--- src/rtl/cart_rumble_pwm.sv ---
// cart_rumble_pwm: PWM rumble-motor driver for the Pocket cartridge port.
// Spin-up burst, frame-aligned duty, carrier divider and on-time limit.
module cart_rumble_pwm #(
   parameter int CARRIER_DIV  = 1,
   parameter int TICK_DIV     = 7425,
   parameter int DUTY_BITS    = 4,
   parameter int SPINUP_TICKS = 200,
   parameter int MAX_ON_TICKS = 50000
) (
   input  logic                 clk_74a,
   input  logic                 reset,
   input  logic                 enable,
   input  logic                 rumble_req,
   input  logic [DUTY_BITS-1:0] intensity,
   output logic                 motor_on,
   output logic                 timed_out,
   output logic [7:4]           cart_tran_bank0,
   output logic [7:0]           cart_tran_bank3,
   output logic                 cart_tran_bank0_dir,
   output logic                 cart_tran_bank1_dir,
   output logic                 cart_tran_bank2_dir,
   output logic                 cart_tran_bank3_dir
);

   localparam int TW = $clog2(TICK_DIV);
   localparam int SW = (SPINUP_TICKS > 1) ? $clog2(SPINUP_TICKS) : 1;
   localparam int OW = (MAX_ON_TICKS > 0) ? $clog2(MAX_ON_TICKS + 1) : 1;
   localparam int CW = (CARRIER_DIV > 1) ? $clog2(CARRIER_DIV) : 1;

   localparam bit HAS_SPIN = (SPINUP_TICKS != 0);
   localparam bit TMO_EN   = (MAX_ON_TICKS != 0);

   localparam logic [TW-1:0] TICK_LAST = TW'(TICK_DIV - 1);
   localparam logic [SW-1:0] SPIN_LAST =
      SW'(HAS_SPIN ? SPINUP_TICKS - 1 : 0);
   localparam logic [OW-1:0] ON_MAX  = OW'(MAX_ON_TICKS);
   localparam logic [OW-1:0] ON_LAST =
      OW'(TMO_EN ? MAX_ON_TICKS - 1 : 0);
   localparam logic [CW-1:0] CAR_LAST = CW'(CARRIER_DIV - 1);

   typedef enum logic [1:0] {
      IDLE,
      SPINUP,
      RUN,
      COOLDOWN
   } state_t;

   state_t               state;
   state_t               state_nx;
   logic [TW-1:0]        tick_cnt;
   logic [DUTY_BITS-1:0] slot;
   logic [DUTY_BITS-1:0] duty_lat;
   logic [SW-1:0]        spin_cnt;
   logic [OW-1:0]        on_cnt;
   logic [CW-1:0]        car_cnt;
   logic                 carrier;
   logic                 mot_n;

   logic tick;
   logic go;
   logic pwm_gate;
   logic spin_done;
   logic tmo;
   logic gate;
   logic start;

   assign tick      = (tick_cnt == TICK_LAST);
   assign go        = enable & rumble_req & (|intensity);
   assign pwm_gate  = (&duty_lat) | (slot < duty_lat);
   assign spin_done = tick & (spin_cnt == SPIN_LAST);
   assign tmo       = TMO_EN & tick & (on_cnt == ON_LAST);
   assign timed_out = (state == COOLDOWN);

   // Free-running tick prescaler.
   always_ff @(posedge clk_74a or posedge reset) begin
      if (reset)
         tick_cnt <= '0;
      else if (tick)
         tick_cnt <= '0;
      else
         tick_cnt <= tick_cnt + 1'b1;
   end

   // Slot counter and duty latch; re-aligned to slot 0 at motor start.
   always_ff @(posedge clk_74a or posedge reset) begin
      if (reset) begin
         slot     <= '0;
         duty_lat <= '0;
      end else if (start) begin
         slot     <= '0;
         duty_lat <= intensity;
      end else if (tick) begin
         slot <= slot + 1'b1;
         if (&slot)
            duty_lat <= intensity;
      end
   end

   // Spin-up and continuous on-time counters, saturating.
   always_ff @(posedge clk_74a or posedge reset) begin
      if (reset) begin
         spin_cnt <= '0;
         on_cnt   <= '0;
      end else if (start) begin
         spin_cnt <= '0;
         on_cnt   <= '0;
      end else if (tick) begin
         if (state == SPINUP && spin_cnt != SPIN_LAST)
            spin_cnt <= spin_cnt + 1'b1;
         if (TMO_EN && (state == SPINUP || state == RUN)
             && on_cnt != ON_MAX)
            on_cnt <= on_cnt + 1'b1;
      end
   end

   // State register.
   always_ff @(posedge clk_74a or posedge reset) begin
      if (reset)
         state <= IDLE;
      else
         state <= state_nx;
   end

   // Next state and motor gate; a dropped request beats everything.
   always_comb begin
      state_nx = state;
      gate     = 1'b0;
      start    = 1'b0;
      unique case (state)
         IDLE: begin
            if (go) begin
               start    = 1'b1;
               state_nx = HAS_SPIN ? SPINUP : RUN;
            end
         end
         SPINUP: begin
            gate = 1'b1;
            if (!go)
               state_nx = IDLE;
            else if (tmo)
               state_nx = COOLDOWN;
            else if (spin_done)
               state_nx = RUN;
         end
         RUN: begin
            gate = pwm_gate;
            if (!go)
               state_nx = IDLE;
            else if (tmo)
               state_nx = COOLDOWN;
         end
         COOLDOWN: begin
            if (!rumble_req)
               state_nx = IDLE;
         end
         default: state_nx = IDLE;
      endcase
   end

   // Registered motor gate and active-low pin copy.
   always_ff @(posedge clk_74a or posedge reset) begin
      if (reset) begin
         motor_on <= 1'b0;
         mot_n    <= 1'b1;
      end else begin
         motor_on <= gate;
         mot_n    <= ~gate;
      end
   end

   // Carrier divider, parked low whenever the motor is off.
   always_ff @(posedge clk_74a or posedge reset) begin
      if (reset) begin
         car_cnt <= '0;
         carrier <= 1'b0;
      end else if (!motor_on) begin
         car_cnt <= '0;
         carrier <= 1'b0;
      end else if (car_cnt == CAR_LAST) begin
         car_cnt <= '0;
         carrier <= ~carrier;
      end else begin
         car_cnt <= car_cnt + 1'b1;
      end
   end

   assign cart_tran_bank0     = {1'b1, mot_n, 2'b11};
   assign cart_tran_bank3     = {6'b0, carrier, 1'b0};
   assign cart_tran_bank0_dir = 1'b1;
   assign cart_tran_bank1_dir = 1'b0;
   assign cart_tran_bank2_dir = 1'b0;
   assign cart_tran_bank3_dir = 1'b1;

endmodule

--- config.mk ---
export PLATFORM = sky130hd
export DESIGN_NAME = cart_rumble_pwm
export DESIGN_NICKNAME = d
export VERILOG_FILES = /design/src/rtl/cart_rumble_pwm.sv
export SDC_FILE = /design/constraint.sdc
export NUM_CORES = 1
export LEC_CHECK = 0
export CORE_ASPECT_RATIO = 1.4
export CORE_UTILIZATION = 52
export CTS_CLUSTER_DIAMETER = 50
export DETAILED_ROUTE_END_ITERATION = 8
export PLACE_DENSITY = 0.81
export SLEW_MARGIN = 5
export SYNTH_ARGS = -nofsm -noshare
export SYNTH_HDL_FRONTEND = slang
export SYNTH_SLANG_ARGS = --single-unit
export TNS_END_PERCENT = 10
--- constraint.sdc ---
create_clock -name clk_74a -period 1.7 [get_ports clk_74a]
set_input_delay 0.17 -clock clk_74a [delete_from_list [all_inputs] [get_ports clk_74a]]
set_output_delay 0.17 -clock clk_74a [all_outputs]
set_load 0.01 [all_outputs]
# Word-level counts from Yosys, hierarchy flattened
# Index checks and enable logic that the tools add are counted.
word_totals:
  regBits: 51
  in_bits: 8
  out_inout_bits: 18
  wordCells: 78
op_classes:
  addsub: 5
  reduce_logical: 15
  n_eq_ne: 13
  n_bitwise: 7
  n_lt_le_gt_ge: 1
  muxes: 27
ops:
  columns: ["operator", "n"]
  rows:
  - ["2-to-1 mux 16 bit", 3]
  - ["2-to-1 mux 8 bit", 3]
  - ["2-to-1 mux 4 bit", 5]
  - ["adder 16 x 1 -> 16 bit (second input constant)", 1]
  - ["== test 16 bit (second input constant)", 1]
  - ["inequality test 16 bit (second input constant)", 1]
  - ["2-to-1 mux 2 bit", 7]
  - ["adder 13 x 1 -> 13 bit (second input constant)", 1]
  - ["== test 13 bit (second input constant)", 1]
  - ["2-to-1 mux 13 bit", 1]
  - ["AND reduction 4 bit", 3]
  - ["adder 8 x 1 -> 8 bit (second input constant)", 1]
  - ["== test 8 bit (second input constant)", 1]
  - ["inequality test 8 bit (second input constant)", 1]
  - ["one-hot mux 2 bit (4 select lines)", 1]
  - ["nonzero test 2 bit", 4]
  - ["2-to-1 mux 1 bit", 6]
  - ["inequality test 2 bit (second input constant)", 3]
  - ["AND reduction 2 bit", 3]
  - ["adder 4 x 1 -> 4 bit (second input constant)", 1]
  - ["AND 1 bit", 4]
  - ["== test 2 bit (second input constant)", 2]
  - ["less-than comparator 4 bit", 1]
  - ["inequality test 4 bit (second input constant)", 1]
  - ["10 further kinds", 12]

# Logic depth before layout (Yosys ltp)
# Gate-level depths: netlist of the first run.
depth:
  depth_word: 6
  mapped_depth: 9
  mapped_depth_nobuf: 7

# Worst setup path after synthesis of the first run
# OpenSTA, ideal clock, no wires.
synth_timing:
  path_kind: "flip-flop to flip-flop"
  from: "register tick_cnt[0]"
  to: "register duty_lat[0]"
  path_buffers: 0
  stages_incl_launch_ff: 7
  arrival_ns: 1.597
  required_ns: 1.575
  setup_slack_ns: -0.022
  path_cell_list: "dfrtp_1 inv_1 ha_1 and4bb_2 and3_1 a41o_4 mux2_4"
synth_between:
  elab_chain_len: 3
synth_rtl:
  columns: ["item", "line", "source"]
  rows:
  - ["start, declared", "50", "logic [TW-1:0] tick_cnt;"]
  - ["start signal, assigned", "81", "tick_cnt <= tick_cnt + 1'b1;"]
  - ["== test 13 bit", "67", "assign tick = (tick_cnt == TICK_LAST);"]
  - ["nonzero test 2 bit (no source line)", null, null]
  - ["AND reduction 2 bit (no source line)", null, null]
  - ["end signal, assigned", "91", "duty_lat <= intensity;"]
  - ["end signal, assigned", "95", "duty_lat <= intensity;"]
  - ["end, declared", "52", "logic [DUTY_BITS-1:0] duty_lat;"]
# No other way between the ends.
# A chain may end at the register's enable or synchronous reset.

# Final worst setup path of the first run
layout_timing:
  from: "register tick_cnt[0]"
  to: "register duty_lat[1]"
# The elaborated chain is that of the path after synthesis.

==> results of run 1 <==
-- layout by cell type (no fill, tap or decap), types with 5 or more instances in the layout --
cell type / synthesis / routed
conb_1: 2 / 14
ha_1: 14 / 14
nand2_1: 15 / 14
xor2_1: 16 / 16
nor2_1: 34 / 34
clkbuf_8: 0 / 5
and3_1: 12 / 11
nand3_1: 14 / 12
clkdlybuf4s50_1: 0 / 10
inv_1: 11 / 9
nand4_1: 8 / 8
buf_4: 18 / 27
dfrtp_1: 49 / 49
xnor2_1: 19 / 19
-- area by class of cell --
class | instances | area, um2
multi-input cells | 207 | 1570
flip-flops and latches | 50 | 1250
inverters | 11 | 41.3
clock buffers | 5 | 68.8
repair buffers | 42 | 369
clock inverters | 2 | 15.0
fillers | 392 | 1840
well taps | 66 | 82.6
-- timing repair --
item,CTS,global route
setup buffers,0,2
endpoints found under the hold margin,0,0
resized for setup,16,10
endpoints found under the setup margin,28,32
pin swaps,10,6
hold buffers,0,0
gates cloned,0,0
-- path summary, 6_finish.rpt --
kind                              from           to  slack [ps]  cells after the start
setup / recovery           tick_cnt[0]  duty_lat[1]         -60                      6
hold / removal                   reset  tick_cnt[2]         110                      2
setup reg to reg           tick_cnt[0]  duty_lat[1]         -60                      6
hold reg to reg                carrier      carrier         430                      1
max in group asynchronous        reset        mot_n        1040                      3
min in group clk_74a           carrier      carrier         430                      1
-- worst reg2reg max path, cell delays in order, from the launching register on --
cell and delay (ps):
dfrtp_1 390, inv_1 60, ha_1 140, and4bb_2 270, and3_4 240, a41o_4 250
mux2_4 310
-- flip-flops by register name (all words and copies together), names as in the netlist --
register / flops
on_cnt: 16
tick_cnt: 13
spin_cnt: 8
duty_lat: 4
slot: 4
state: 2
carrier: 1
mot_n: 1
motor_on: 1
-- cell families after synthesis --
kind of cell / after synthesis / synth area share
simple gates: 118 / 0.241
buf+inv: 33 / 0.0700
flops: 50 / 0.435
xor+xnor: 35 / 0.107
compound gates: 19 / 0.0522
other cells: 2 / 0.00261
mux: 7 / 0.0313
fa+ha+maj: 14 / 0.0609
-- power breakdown --
group / switching [mW] / total, mW / internal, mW
clock network: 0.388 / 0.669 / 0.281
registers: 0.0774 / 1.38 / 1.30
logic: 0.304 / 0.654 / 0.350
-- per-layer routing --
metal	up-vias	routed length (um)	GRT usage
li1	998	-	-
met1	985	2240	0.253
met2	42	2830	0.336
met3	6	137	0.0305
met4	0	72	0.0611
met5	-	0	0
-- through the flow --
stage	utilization	worst slack, ps
floorplan	-	22.5
global placement	0.608	-248
detailed placement	0.608	-331
CTS	0.638	-58.9
global route	0.649	-122
finish	0.649	-57.5
==> results.tsv, run 1 <==
metric	value	unit
crit path launch type	flip-flop	
clock slew at reported path FFs	90	ps
CP max FO	4	
Routed wire per std cell	13.8	um
Initial Util	0.549	
Longest Clk Path Bufs	2	
vias per cell	5.30	
final setup fails	8	
status	finished with violations	
cell taking the most area after synthesis	dfrtp_1	
First-pass DRT Iterations	4	
setup TNS	-267	ps
Leakage	1.69	nW
Cell variety after synth	47	
Pwr Total	2.70	mW
share of cells above drive strength 1	0.218	
CTS buffer count	5	
# IOs	26	
vias in the first global route	1996	
dpl hpwl	3.82	mm
ant diodes	0	
unrepaired setup endpoints after global routing	yes	
Commonest cells post-synth	dfrtp_1, nor2_1, xnor2_1	
critical path's slowest cell	dfrtp_1	
final worst slack	-57.5	ps
drt total wl	5.28	mm
Setup Skew	7.29	ps
port buffer count	11	
Hold Slack	109	ps
most frequent cell after synthesis	dfrtp_1	
total grt overflow	0	
placed standard-cell area	3180	um2
Achievable Freq	569	MHz
Critical Path, Cell by Cell	inv_1 > ha_1 > and4bb_2 > and3_4 > a41o_4 > mux2_4	
PD cells	797	nW/um2
crit-path max cell delay	390	ps
DRT iter0 DRCs	53	
Final GP Congestion	0.832	
DP Cell Count	374	
Hold Violations, Final	0	
Final ANT Viol Nets	0	
worst min path class	in -> async	
Mapped Area	2880	um2
initial antenna violation count	0	
total track usage	0.197	
largest net degree at the start of global routing	41	
fin. max-slew vios	0	
die span in x	64.9	um
CTS Root Cell	clkbuf_8	
clk_lat worst skew	300	ps
Max Cap Viol	0	
Synth Instances	278	
global-route wire length before repair	9.02	mm
post-synthesis register bit count	50	
DIE AREA	5840	um2
Layout area overhead	18.1	%
CP endpoint kind	flip-flop	
design area	3400	um2
delay-heaviest family, CP	simple AND/OR/NAND/NOR gates	
top-area cell type share of the netlist area	0.426	
Die H	90	um
nets	339	
syn avg cell area	10.3	um2
routed vias	2031	
synth warn	0	
CP Class	reg -> reg	
# H-tree levels	2	
asr flop ratio synth	1.00	
top post-synthesis cells by area	dfrtp_1, ha_1, xnor2_1	
VDD IR-drop max	0.858	mV
Worst EP arrival	1950	ps
ys flop type	dfrtp_1	
drc violations	0	
register area share after synthesis	0.435	
EDFF count, synth	0	
Final Cycle Share	1.03	
min Tclk post-route	1760	ps
Clock Sinks	50	
Worst Path Required	1890	ps
row cnt	31	
Finished Layout Cells	383	
worst path bufs/invs	1	
Core Region	5240	um2
CTS tree	done	
violated checks	setup timing	
(Power assumes the default switching activity.)
==> run 2, diff against run 1 <==
--- a/config.mk
+++ b/config.mk
@@ -8,7 +8,9 @@
 export CORE_ASPECT_RATIO = 1.4
 export CORE_UTILIZATION = 52
 export CTS_CLUSTER_DIAMETER = 50
+export CTS_CLUSTER_SIZE = 14
 export DETAILED_ROUTE_END_ITERATION = 8
+export GPL_TIMING_DRIVEN = 1
 export PLACE_DENSITY = 0.81
 export SLEW_MARGIN = 5
 export SYNTH_ARGS = -nofsm -noshare
==> constraint.sdc (replaced) <==
create_clock -name clk_74a -period 1.7 [get_ports clk_74a]
set_input_delay 0.17 -clock clk_74a [delete_from_list [all_inputs] [get_ports clk_74a]]
set_output_delay 0.17 -clock clk_74a [all_outputs]
set_load 0.02 [all_outputs]
==> results.tsv, run 2 (same netlist as run 1, synthesis figures left out) <==
metric	value	unit	change
critical path's slowest cell	dfrtp_1		
clk_lat worst skew	300	ps	about the same
Flop pwr share	0.503		-0.008
total grt overflow	0		unchanged
Achievable Freq	567	MHz	-0.27%
Core Region	5240	um2	unchanged
First-pass DRT Iterations	5		+1
Net Switching	813	uW	+5.7%
Initial Util	0.549		unchanged
Routed wire per std cell	13.9	um	+0.83%
die span in x	64.9	um	unchanged
delay-heaviest family, CP	simple AND/OR/NAND/NOR gates		
Clock Sinks	50		unchanged
initial antenna violation count	0		unchanged
Finished Layout Cells	384		+0.26%
Final ANT Viol Nets	0		unchanged
Worst EP arrival	1950	ps	about the same
number of fill cells	396		+1.0%
clock power share	0.242		-0.005
# H-tree levels	2		unchanged
DRT iter0 DRCs	57		+7.5%
vias per cell	5.38		+1.5%
total track usage	0.197		-0.000845
VDD IR-drop max	0.856	mV	-0.17%
row cnt	31		unchanged
top flop regs	on_cnt (16), tick_cnt (13), spin_cnt (8)		
global-route wire length before repair	8.99	mm	-0.31%
worst path bufs/invs	1		unchanged
DIE AREA	5840	um2	unchanged
Hold Violations, Final	0		unchanged
Worst Path Required	1890	ps	about the same
switching share of total power	0.295		+0.0111
dpl hpwl	3.82	mm	unchanged
Critical Path, Cell by Cell	inv_1 > ha_1 > and4bb_2 > and3_4 > a41o_4 > mux2_4		
nets	340		+0.29%
violated checks	setup timing		
DP Cell Count	374		unchanged
CP max FO	4		unchanged
most common cell after layout, fill and taps aside	dfrtp_1		
combinational power share	0.255		+0.013
Final GP Congestion	0.832		unchanged
worst min path class	in -> async		
Setup WS pre-CTS	-331	ps	unchanged
Longest Clk Path Bufs	2		unchanged
Die H	90	um	unchanged
Largest register FFs	16		unchanged
clock slew at reported path FFs	90	ps	about the same
Leakage	1.65	nW	-2.1%
Layout area overhead	17.5	%	
worst setup path start	tick_cnt[0]		
final setup fails	12		+4
min Tclk post-route	1760	ps	+4.78 ps
reg2reg start	tick_cnt[0]		
Int Pwr	1.94	mW	+0.13%
Final Cycle Share	1.04		+0.00281
drc violations	0		unchanged
ant diodes	0		unchanged
CTS Root Cell	clkbuf_8		
Setup Skew	7.06	ps	-0.225 ps
final worst slack	-62.2	ps	-4.78 ps
unrepaired setup endpoints after global routing	yes		
most frequent cells in the layout	dfrtp_1, nor2_1, buf_4, xnor2_1, xor2_1		
share of cells above drive strength 1	0.214		-0.00383
crit path launch type	flip-flop		
fin. max-slew vios	0		unchanged
Top reg by flops	on_cnt		
CTS buffer count	5		unchanged
crit-path max cell delay	380	ps	about the same
routed vias	2066		+1.7%
Max Cap Viol	0		unchanged
drt total wl	5.34	mm	+1.1%
PD cells	814	nW/um2	+2.1%
status	finished with violations		
CP endpoint kind	flip-flop		
largest net degree at the start of global routing	41		unchanged
vias in the first global route	1996		unchanged
port buffer count	11		unchanged
CP Class	reg -> reg		
# IOs	26		unchanged
CTS tree	done		
[run 2: power groups by stage]
stage | Clock [mW] | Combinational (mW) | Sequential (mW)
2_1_floorplan | 0 | 0.496 | 1.40
4_1_cts | 0.687 | 0.700 | 1.38
5_1_grt | 0.726 | 0.774 | 1.40
3_3_place_gp | 0 | 0.677 | 1.40
6_report | 0.666 | 0.701 | 1.38
3_5_place_dp | 0 | 0.694 | 1.40
[run 2: stage by stage]
stage	util	power (mW)	hold slack [ps]	setup TNS [ps]	area, um2
after global placement	0.608	2.08	416	-1460	3180
after detailed placement	0.608	2.10	425	-3920	3180
final	0.646	2.75	109	-380	3380
after CTS	0.633	2.77	114	-446	3310
after global routing	0.646	2.90	131	-2380	3380
after floorplan	-	1.90	318	0	2920
[run 2: metal layers]
metal  GRT usage  routed length, um
met5           0                  0
met4      0.0593                 50
met3      0.0343                133
met2       0.334               2880
met1       0.250               2280
[run 2: timing repair]
item / in CTS / in global routing
setup buffers: 0 / 3
endpoints found under the setup margin: 28 / 32
pin swaps: 6 / 8
gates resized for setup: 12 / 11
hold buffers: 0 / 0
gates cloned: 0 / 0
[run 2: cell type report]
| type | instances | area (um2) | share of cell area |
|---|---|---|---|
| sequential | 50 | 1250 | 0.370 |
| timing repair buffer | 43 | 377 | 0.111 |
| multi-input combinational | 207 | 1540 | 0.457 |
| tap | 66 | 82.6 | 0.0244 |
| clock inverter | 2 | 15.0 | 0.00444 |
| inverter | 11 | 41.3 | 0.0122 |
| clock buffer | 5 | 68.8 | 0.0204 |
[run 2: path summary, 6_finish.rpt]
check / endpoint / slack (ps) / cells after the start
min reg2reg: carrier / 430 / 1
min in group clk_74a: carrier / 430 / 1
max: duty_lat[1] / -60 / 6
min: tick_cnt[2] / 110 / 2
max reg2reg: duty_lat[1] / -60 / 6
max in group asynchronous: mot_n / 1040 / 3
